[src/rtl/trigger_pkg.sv]
// Shared types and width helpers for the trigger sequencer.
// Imported by the interface, match stage and top.
package trigger_pkg;

    typedef enum logic [1:0] {
        ST_IDLE    = 2'd0,
        ST_RUNNING = 2'd1,
        ST_DONE    = 2'd2
    } state_e;

    // max(1, clog2(n)) so single-entry selectors still have one bit
    function automatic int width_of(input int n);
        return (n <= 2) ? 1 : $clog2(n);
    endfunction

    function automatic int stage_w(input int num_stages);
        return width_of(num_stages);
    endfunction

    function automatic int ch_w(input int sample_width);
        return width_of(sample_width);
    endfunction

endpackage

[src/rtl/trigger_sequencer_if.sv]
// Bundle carrying the current stage's config and sample history to
// the match logic, and the edge/pattern verdicts back.
interface trigger_sequencer_if #(
    parameter int SAMPLE_WIDTH = 8,
    parameter int CH_W         = 3
);
    logic [SAMPLE_WIDTH-1:0] sample;
    logic [SAMPLE_WIDTH-1:0] prevSample;
    logic                    prevValid;
    logic [SAMPLE_WIDTH-1:0] activeChannels;
    logic                    edgeEnable;
    logic                    edgeType;
    logic [CH_W-1:0]         edgeChannel;
    logic                    patternEnable;
    logic [SAMPLE_WIDTH-1:0] pattern;
    logic [SAMPLE_WIDTH-1:0] dontCare;
    logic                    edgeOk;
    logic                    patternOk;

    modport master (
        output sample, prevSample, prevValid, activeChannels,
        output edgeEnable, edgeType, edgeChannel,
        output patternEnable, pattern, dontCare,
        input  edgeOk, patternOk
    );

    modport slave (
        input  sample, prevSample, prevValid, activeChannels,
        input  edgeEnable, edgeType, edgeChannel,
        input  patternEnable, pattern, dontCare,
        output edgeOk, patternOk
    );
endinterface

[src/rtl/trigger_stage_match.sv]
// Combinational edge and pattern check for one stage's config.
// A channel index beyond the sample width never reports an edge.
module trigger_stage_match #(
    parameter int SAMPLE_WIDTH = 8,
    parameter int CH_W         = 3
) (
    trigger_sequencer_if.slave m
);
    logic curBit;
    logic prevBit;
    logic chValid;

    // Pick the monitored channel, flagging indices that do not exist
    always_comb begin
        curBit  = 1'b0;
        prevBit = 1'b0;
        chValid = 1'b0;
        for (int i = 0; i < SAMPLE_WIDTH; i++) begin
            if (int'(m.edgeChannel) == i) begin
                curBit  = m.sample[i];
                prevBit = m.prevSample[i];
                chValid = 1'b1;
            end
        end
    end

    assign m.edgeOk = ~m.edgeEnable |
        (chValid & m.prevValid &
         (m.edgeType ? (curBit & ~prevBit) : (~curBit & prevBit)));

    assign m.patternOk = ~m.patternEnable |
        (&(~m.activeChannels | m.dontCare | ~(m.sample ^ m.pattern)));

endmodule

[src/rtl/trigger_sequencer.sv]
// Multi-stage logic-analyser trigger: walks configured edge/pattern
// stages with per-stage match counts and fires a one-cycle trigger.
module trigger_sequencer
    import trigger_pkg::*;
#(
    parameter int SAMPLE_WIDTH = 8,
    parameter int NUM_STAGES   = 4,
    parameter int COUNT_WIDTH  = 16,
    localparam int STAGE_W     = stage_w(NUM_STAGES),
    localparam int CH_W        = ch_w(SAMPLE_WIDTH)
) (
    input  logic                              clk,
    input  logic                              rst,
    input  logic                              sampleValid,
    input  logic [SAMPLE_WIDTH-1:0]           sample,
    input  logic [SAMPLE_WIDTH-1:0]           activeChannels,
    input  logic                              arm,
    input  logic                              disarm,
    input  logic [STAGE_W-1:0]                lastStage,
    input  logic [NUM_STAGES-1:0]             cfgEdgeEnable,
    input  logic [NUM_STAGES-1:0]             cfgEdgeType,
    input  logic [NUM_STAGES-1:0]             cfgPatternEnable,
    input  logic [NUM_STAGES*CH_W-1:0]        cfgEdgeChannel,
    input  logic [NUM_STAGES*SAMPLE_WIDTH-1:0] cfgPattern,
    input  logic [NUM_STAGES*SAMPLE_WIDTH-1:0] cfgDontCare,
    input  logic [NUM_STAGES*COUNT_WIDTH-1:0] cfgMatchCount,
    output logic                              triggered,
    output logic                              transition,
    output logic                              armed,
    output logic                              done,
    output logic [STAGE_W-1:0]                stage,
    output logic [1:0]                        state
);
    localparam logic [1:0] S_IDLE    = ST_IDLE;
    localparam logic [1:0] S_RUNNING = ST_RUNNING;
    localparam logic [1:0] S_DONE    = ST_DONE;
    localparam int         LAST_IDX  = NUM_STAGES - 1;

    logic [1:0]              state_q, state_d;
    logic [STAGE_W-1:0]      stage_q, stage_d;
    logic [COUNT_WIDTH-1:0]  hit_q, hit_d;
    logic [SAMPLE_WIDTH-1:0] prev_q, prev_d;
    logic                    prevValid_q, prevValid_d;
    logic                    trig_q, trig_d;
    logic                    trans_q, trans_d;
    logic                    done_q, done_d;

    int                      idx;
    logic [COUNT_WIDTH-1:0]  reqRaw;
    logic [COUNT_WIDTH-1:0]  reqEff;
    logic [COUNT_WIDTH:0]    hitNext;
    logic                    countMet;
    logic [STAGE_W-1:0]      finalStage;
    logic                    atFinal;
    logic                    match;

    trigger_sequencer_if #(
        .SAMPLE_WIDTH (SAMPLE_WIDTH),
        .CH_W         (CH_W)
    ) mif ();

    assign idx = int'(stage_q);

    assign mif.sample         = sample;
    assign mif.prevSample     = prev_q;
    assign mif.prevValid      = prevValid_q;
    assign mif.activeChannels = activeChannels;
    assign mif.edgeEnable     = cfgEdgeEnable[idx];
    assign mif.edgeType       = cfgEdgeType[idx];
    assign mif.edgeChannel    = cfgEdgeChannel[idx*CH_W +: CH_W];
    assign mif.patternEnable  = cfgPatternEnable[idx];
    assign mif.pattern        = cfgPattern[idx*SAMPLE_WIDTH +: SAMPLE_WIDTH];
    assign mif.dontCare       = cfgDontCare[idx*SAMPLE_WIDTH +: SAMPLE_WIDTH];

    trigger_stage_match #(
        .SAMPLE_WIDTH (SAMPLE_WIDTH),
        .CH_W         (CH_W)
    ) u_match (
        .m (mif.slave)
    );

    assign match    = sampleValid & mif.edgeOk & mif.patternOk;
    assign reqRaw   = cfgMatchCount[idx*COUNT_WIDTH +: COUNT_WIDTH];
    assign reqEff   = (reqRaw == '0) ? COUNT_WIDTH'(1) : reqRaw;
    assign hitNext  = {1'b0, hit_q} + (COUNT_WIDTH+1)'(1);
    assign countMet = hitNext >= {1'b0, reqEff};

    // Clamp an out-of-range final-stage index to the last real stage
    always_comb begin
        finalStage = lastStage;
        if (int'(lastStage) >= LAST_IDX) begin
            finalStage = STAGE_W'(LAST_IDX);
        end
    end

    assign atFinal = stage_q == finalStage;

    // Next-state: history tracking, transition detect and stage walk
    always_comb begin
        state_d     = state_q;
        stage_d     = stage_q;
        hit_d       = hit_q;
        prev_d      = prev_q;
        prevValid_d = prevValid_q;
        trig_d      = 1'b0;
        done_d      = done_q;
        trans_d     = sampleValid & prevValid_q &
                      (|(activeChannels & (sample ^ prev_q)));

        if (sampleValid) begin
            prev_d      = sample;
            prevValid_d = 1'b1;
        end

        case (state_q)
            S_IDLE: begin
                if (arm && !disarm) begin
                    state_d = S_RUNNING;
                    stage_d = '0;
                    hit_d   = '0;
                    done_d  = 1'b0;
                end
            end
            S_RUNNING: begin
                if (disarm) begin
                    state_d = S_IDLE;
                    done_d  = 1'b0;
                end else if (arm) begin
                    stage_d = '0;
                    hit_d   = '0;
                end else if (match) begin
                    if (countMet) begin
                        hit_d = '0;
                        if (atFinal) begin
                            state_d = S_DONE;
                            trig_d  = 1'b1;
                            done_d  = 1'b1;
                        end else begin
                            stage_d = stage_q + STAGE_W'(1);
                        end
                    end else if (hit_q != '1) begin
                        hit_d = hit_q + COUNT_WIDTH'(1);
                    end
                end
            end
            S_DONE: begin
                if (disarm) begin
                    state_d = S_IDLE;
                    done_d  = 1'b0;
                end else if (arm) begin
                    state_d = S_RUNNING;
                    stage_d = '0;
                    hit_d   = '0;
                    done_d  = 1'b0;
                end
            end
            default: begin
                state_d = S_IDLE;
                stage_d = '0;
                hit_d   = '0;
                done_d  = 1'b0;
            end
        endcase
    end

    // State registers with synchronous reset overriding all inputs
    always_ff @(posedge clk) begin
        if (rst) begin
            state_q     <= S_IDLE;
            stage_q     <= '0;
            hit_q       <= '0;
            prev_q      <= '0;
            prevValid_q <= 1'b0;
            trig_q      <= 1'b0;
            trans_q     <= 1'b0;
            done_q      <= 1'b0;
        end else begin
            state_q     <= state_d;
            stage_q     <= stage_d;
            hit_q       <= hit_d;
            prev_q      <= prev_d;
            prevValid_q <= prevValid_d;
            trig_q      <= trig_d;
            trans_q     <= trans_d;
            done_q      <= done_d;
        end
    end

    assign triggered  = trig_q;
    assign transition = trans_q;
    assign armed      = state_q == S_RUNNING;
    assign done       = done_q;
    assign stage      = stage_q;
    assign state      = state_q;

endmodule

[config.mk]
export PLATFORM = sky130hd
export DESIGN_NAME = trigger_sequencer
export DESIGN_NICKNAME = d
export VERILOG_FILES = /design/src/rtl/trigger_pkg.sv /design/src/rtl/trigger_sequencer_if.sv /design/src/rtl/trigger_stage_match.sv /design/src/rtl/trigger_sequencer.sv
export SDC_FILE = /design/constraint.sdc
export NUM_CORES = 1
export LEC_CHECK = 0
export CORE_ASPECT_RATIO = 0.5
export CORE_MARGIN = 2
export CORE_UTILIZATION = 44
export CTS_BUF_LIST = sky130_fd_sc_hd__clkbuf_8
export DETAILED_ROUTE_END_ITERATION = 16
export PLACE_DENSITY = 0.87
export SETUP_SLACK_MARGIN = 0.02
export SLEW_MARGIN = 20
export SYNTH_ARGS = -nofsm -noshare
export SYNTH_HDL_FRONTEND = slang
export SYNTH_HIERARCHICAL = 1
export SYNTH_SLANG_ARGS = --single-unit
[constraint.sdc]
create_clock -name clk -period 10.8 [get_ports clk]
set_clock_uncertainty 0.1 [all_clocks]
set_input_delay 1.62 -clock clk [delete_from_list [all_inputs] [get_ports clk]]
set_output_delay 1.62 -clock clk [all_outputs]
set_load 0.01 [all_outputs]
==> impl_metrics.toml <==
[yosys]
synth_edf_count = 0
synthDistinctLibCells = 60
mean_syn_cell_area_sq_um = 9.68
synth_ff_type = "dfxtp_1"
synthesis.nets = 545
synth_area_sq_mm = 0.00342
ys_top_cells_by_count = "mux4_2, dfxtp_1, nor2_1"
largest_area_contributor_in_the_netlist = "mux4_2"
synth_warnings = 6
synthMostInstantiatedCell = "mux4_2"
proportion_of_register_bits_with_asynchronous_set_or_reset_after_synthesis_pct = 0
synth_cells = 353
post-synth-top-area-fraction_pct = 25.7
synth-seq-area-share_pct = 18.7
netlist_top_cells_area = "mux4_2, dfxtp_1, ha_1, xor2_1, nor2_1"
yosys_register_bits = 32

[sta]
fmax_mhz = 191
slew_violations = 0
setup_violations = 0
setup_tns_ns = 0
max_slew.worst_pin.slew_ns = 0.737
rsz_0062_raised_after_global_routing = "no"
max_slew_margin_pct = 50.9
timing.hold.ws_ns = 0.376
fin_crit_ns = 5.23
post-route-period-util_pct = 48.4
hold_violations = 0

[global_routing]
grt_max_degree = 41
grtUsageTotal_pct = 24.9
grt_pass1_vias = 3623
grt_remaining_overflow = 0
grt_antenna_before_repair = 0
grt_first_pass_wirelength_um = 16600

[place]
placed_cell_area_sq_mm = 0.00529
port-buffer-count = 182
gpl.final_weighted_congestion = 0.861
placed_instances = 614
dp_hpwl_um = 8390

[power_and_ir_drop]
static_leakage_uw = 0.00203
ir_worst_vdd_v = 0.0000695
power_per_cell_area_mw_per_mm2 = 64.9

[outcome]
status = "complete, no violations"

[routing]
drt_pass1_iterations = 4
first_iter_violations = 177
via_count = 3525
drt_drc_violations_left = 0
route.detailed.wl_per_inst_um = 16.6
vias_per_cell = 5.67
antenna_left = 0
total_wire_length_um = 10300

[finish]
layout-drive-gt1-share_pct = 13.5
nNetsFinal = 717
finish.utilization_pct = 72.7
multi_input_comb_area_sq_mm = 0.00259
area_growth_syn_to_layout_pct = 58.0
layout.cell_area.non_filler_sq_mm = 0.00540
antenna_cells_inserted = 0
num-fill-cells = 559
sequential_cell_area_sq_um = 643
layout.cells.non_filler = 622

[setup_path]
worst-setup-path-type = "input port to register"
cp_max_fo = 20
cp.required_ns = 10.92
setup.worst_path.start = "cfgEdgeChannel[9]"
crit-reg2reg-launch = "stage[0]"
startpoint_type = "input port"
worstPathArrival_ns = 5.35
critical_path.endpoint_type = "register"

[clock_tree]
clock_pin_transition_on_the_worst_setup_and_hold_timing_paths_ns = 0.07
max-clock-path-buffers = 2
cts.htree.levels = 2
clock_tree.root_cell = "clkbuf_8"
cts_repair_resize_count = 0
cts_sinks = 32
cts_buffers = 5
postCtsSetupRepairBufs = 0
insertion_delay_ns = 0.28
postCtsHoldBufs = 0
cts_tree = "done"

[floorplan]
fp.dieW_um = 129
initial_utilization_pct = 46.0
overall_die_area_sq_mm = 0.00853
dieHeight_um = 66.3
floorplan.rows = 22
top_level_ports = 183
core_region_area_sq_mm = 0.00743

[hold_path]
timing.hold.worst.class = "register to register"
holdCritStartpoint = "done"

[flow_run]
cap_violations = 0
-- power by group --
part	leakage [uW]	switching, uW	internal (uW)	total, uW
combinational	0.00171	33.8	80.0	114
sequential	0.000261	2.77	120	123
clock	0.0000593	46.2	67.5	114
-- cells in the final DEF (no fill, tap or decap), types with 2 or more instances in the layout --
master,synthesis,routed
a211o_1,2,2
a211oi_1,3,3
a21oi_1,15,15
a221oi_1,2,2
a22o_1,2,2
a22oi_1,10,10
a2bb2oi_1,3,3
a31o_2,2,2
a31oi_1,3,3
and2_1,3,3
and4_1,2,2
and4_4,2,2
buf_4,0,4
clkbuf_8,0,5
clkdlybuf4s50_1,0,182
dfxtp_1,32,30
dfxtp_2,0,2
ha_1,17,17
inv_1,21,22
mux2_2,2,2
mux2i_1,11,11
mux4_2,39,39
nand2_1,19,19
nand2b_1,4,4
nand3_1,8,8
nand3b_1,8,8
nand4_1,9,9
nor2_1,30,30
nor2b_1,3,3
nor3b_1,2,2
nor4_1,6,6
o21a_1,2,2
o21ai_0,10,10
o221ai_1,2,2
or2_2,3,3
or3_1,2,2
xnor2_1,12,12
xor2_1,19,19
-- path summary, 6_finish.rpt --
kind | endpoint | slack [ns] | cells past startpoint
max reg2reg | hit_q[15] | 6.20 | 13
max | hit_q[15] | 5.57 | 13
min reg2reg | done | 0.38 | 2
min | done | 0.38 | 2
-- state kept, by name (all words and copies together), names as in the netlist --
name	count
done	1
hit_q	16
mif.prevSample	8
mif.prevValid	1
stage	2
state	2
transition	1
triggered	1
-- area by class of cell --
type | count | share of cell area (%)
Sequential cell | 32 | 11.9
Clock buffer | 5 | 1.27
Timing Repair Buffer | 186 | 34.3
Tap cell | 96 | 2.22
Clock inverter | 3 | 0.718
Inverter | 22 | 1.53
Multi-Input combinational cell | 278 | 48.1
-- layer usage --
layer	global-route usage (%)	part of all wire, %
met4	7.34	1.6
met3	6.31	8.5
met2	45.3	50
met5	0	0
met1	29.2	40
-- worst max-delay path, cell delays in order --
cell	delay (ns)
clkdlybuf4s50_1	0.40
mux4_2	0.61
mux4_2	0.46
a21boi_1	0.15
or4_1	0.53
nand3_1	0.11
nand3_1	0.18
o21bai_1	0.22
a21oi_1	0.09
buf_4	0.21
or3_1	0.31
a211o_1	0.31
a21oi_2	0.14
-- cells by family (layout without fill, tap and decap cells) --
logic type,Yosys count,in the layout,synth area share [%]
compound gates,65,65,13.1
fa+ha+maj,17,17,6.22
mux,52,52,29.6
xor+xnor,31,31,7.94
flops,32,32,18.7
simple gates,113,113,19.1
buf+inv,43,216,5.34
-- metrics by stage --
stage                     setup slack (ns)  total power [uW]
after global placement                5.40               236
after detailed placement              5.27               239
after global routing                  5.39               369
after CTS                             5.57               354
after floorplan                       6.00               165
final                                 5.57               351
No activity file was read; power rests on OpenSTA's default activity.
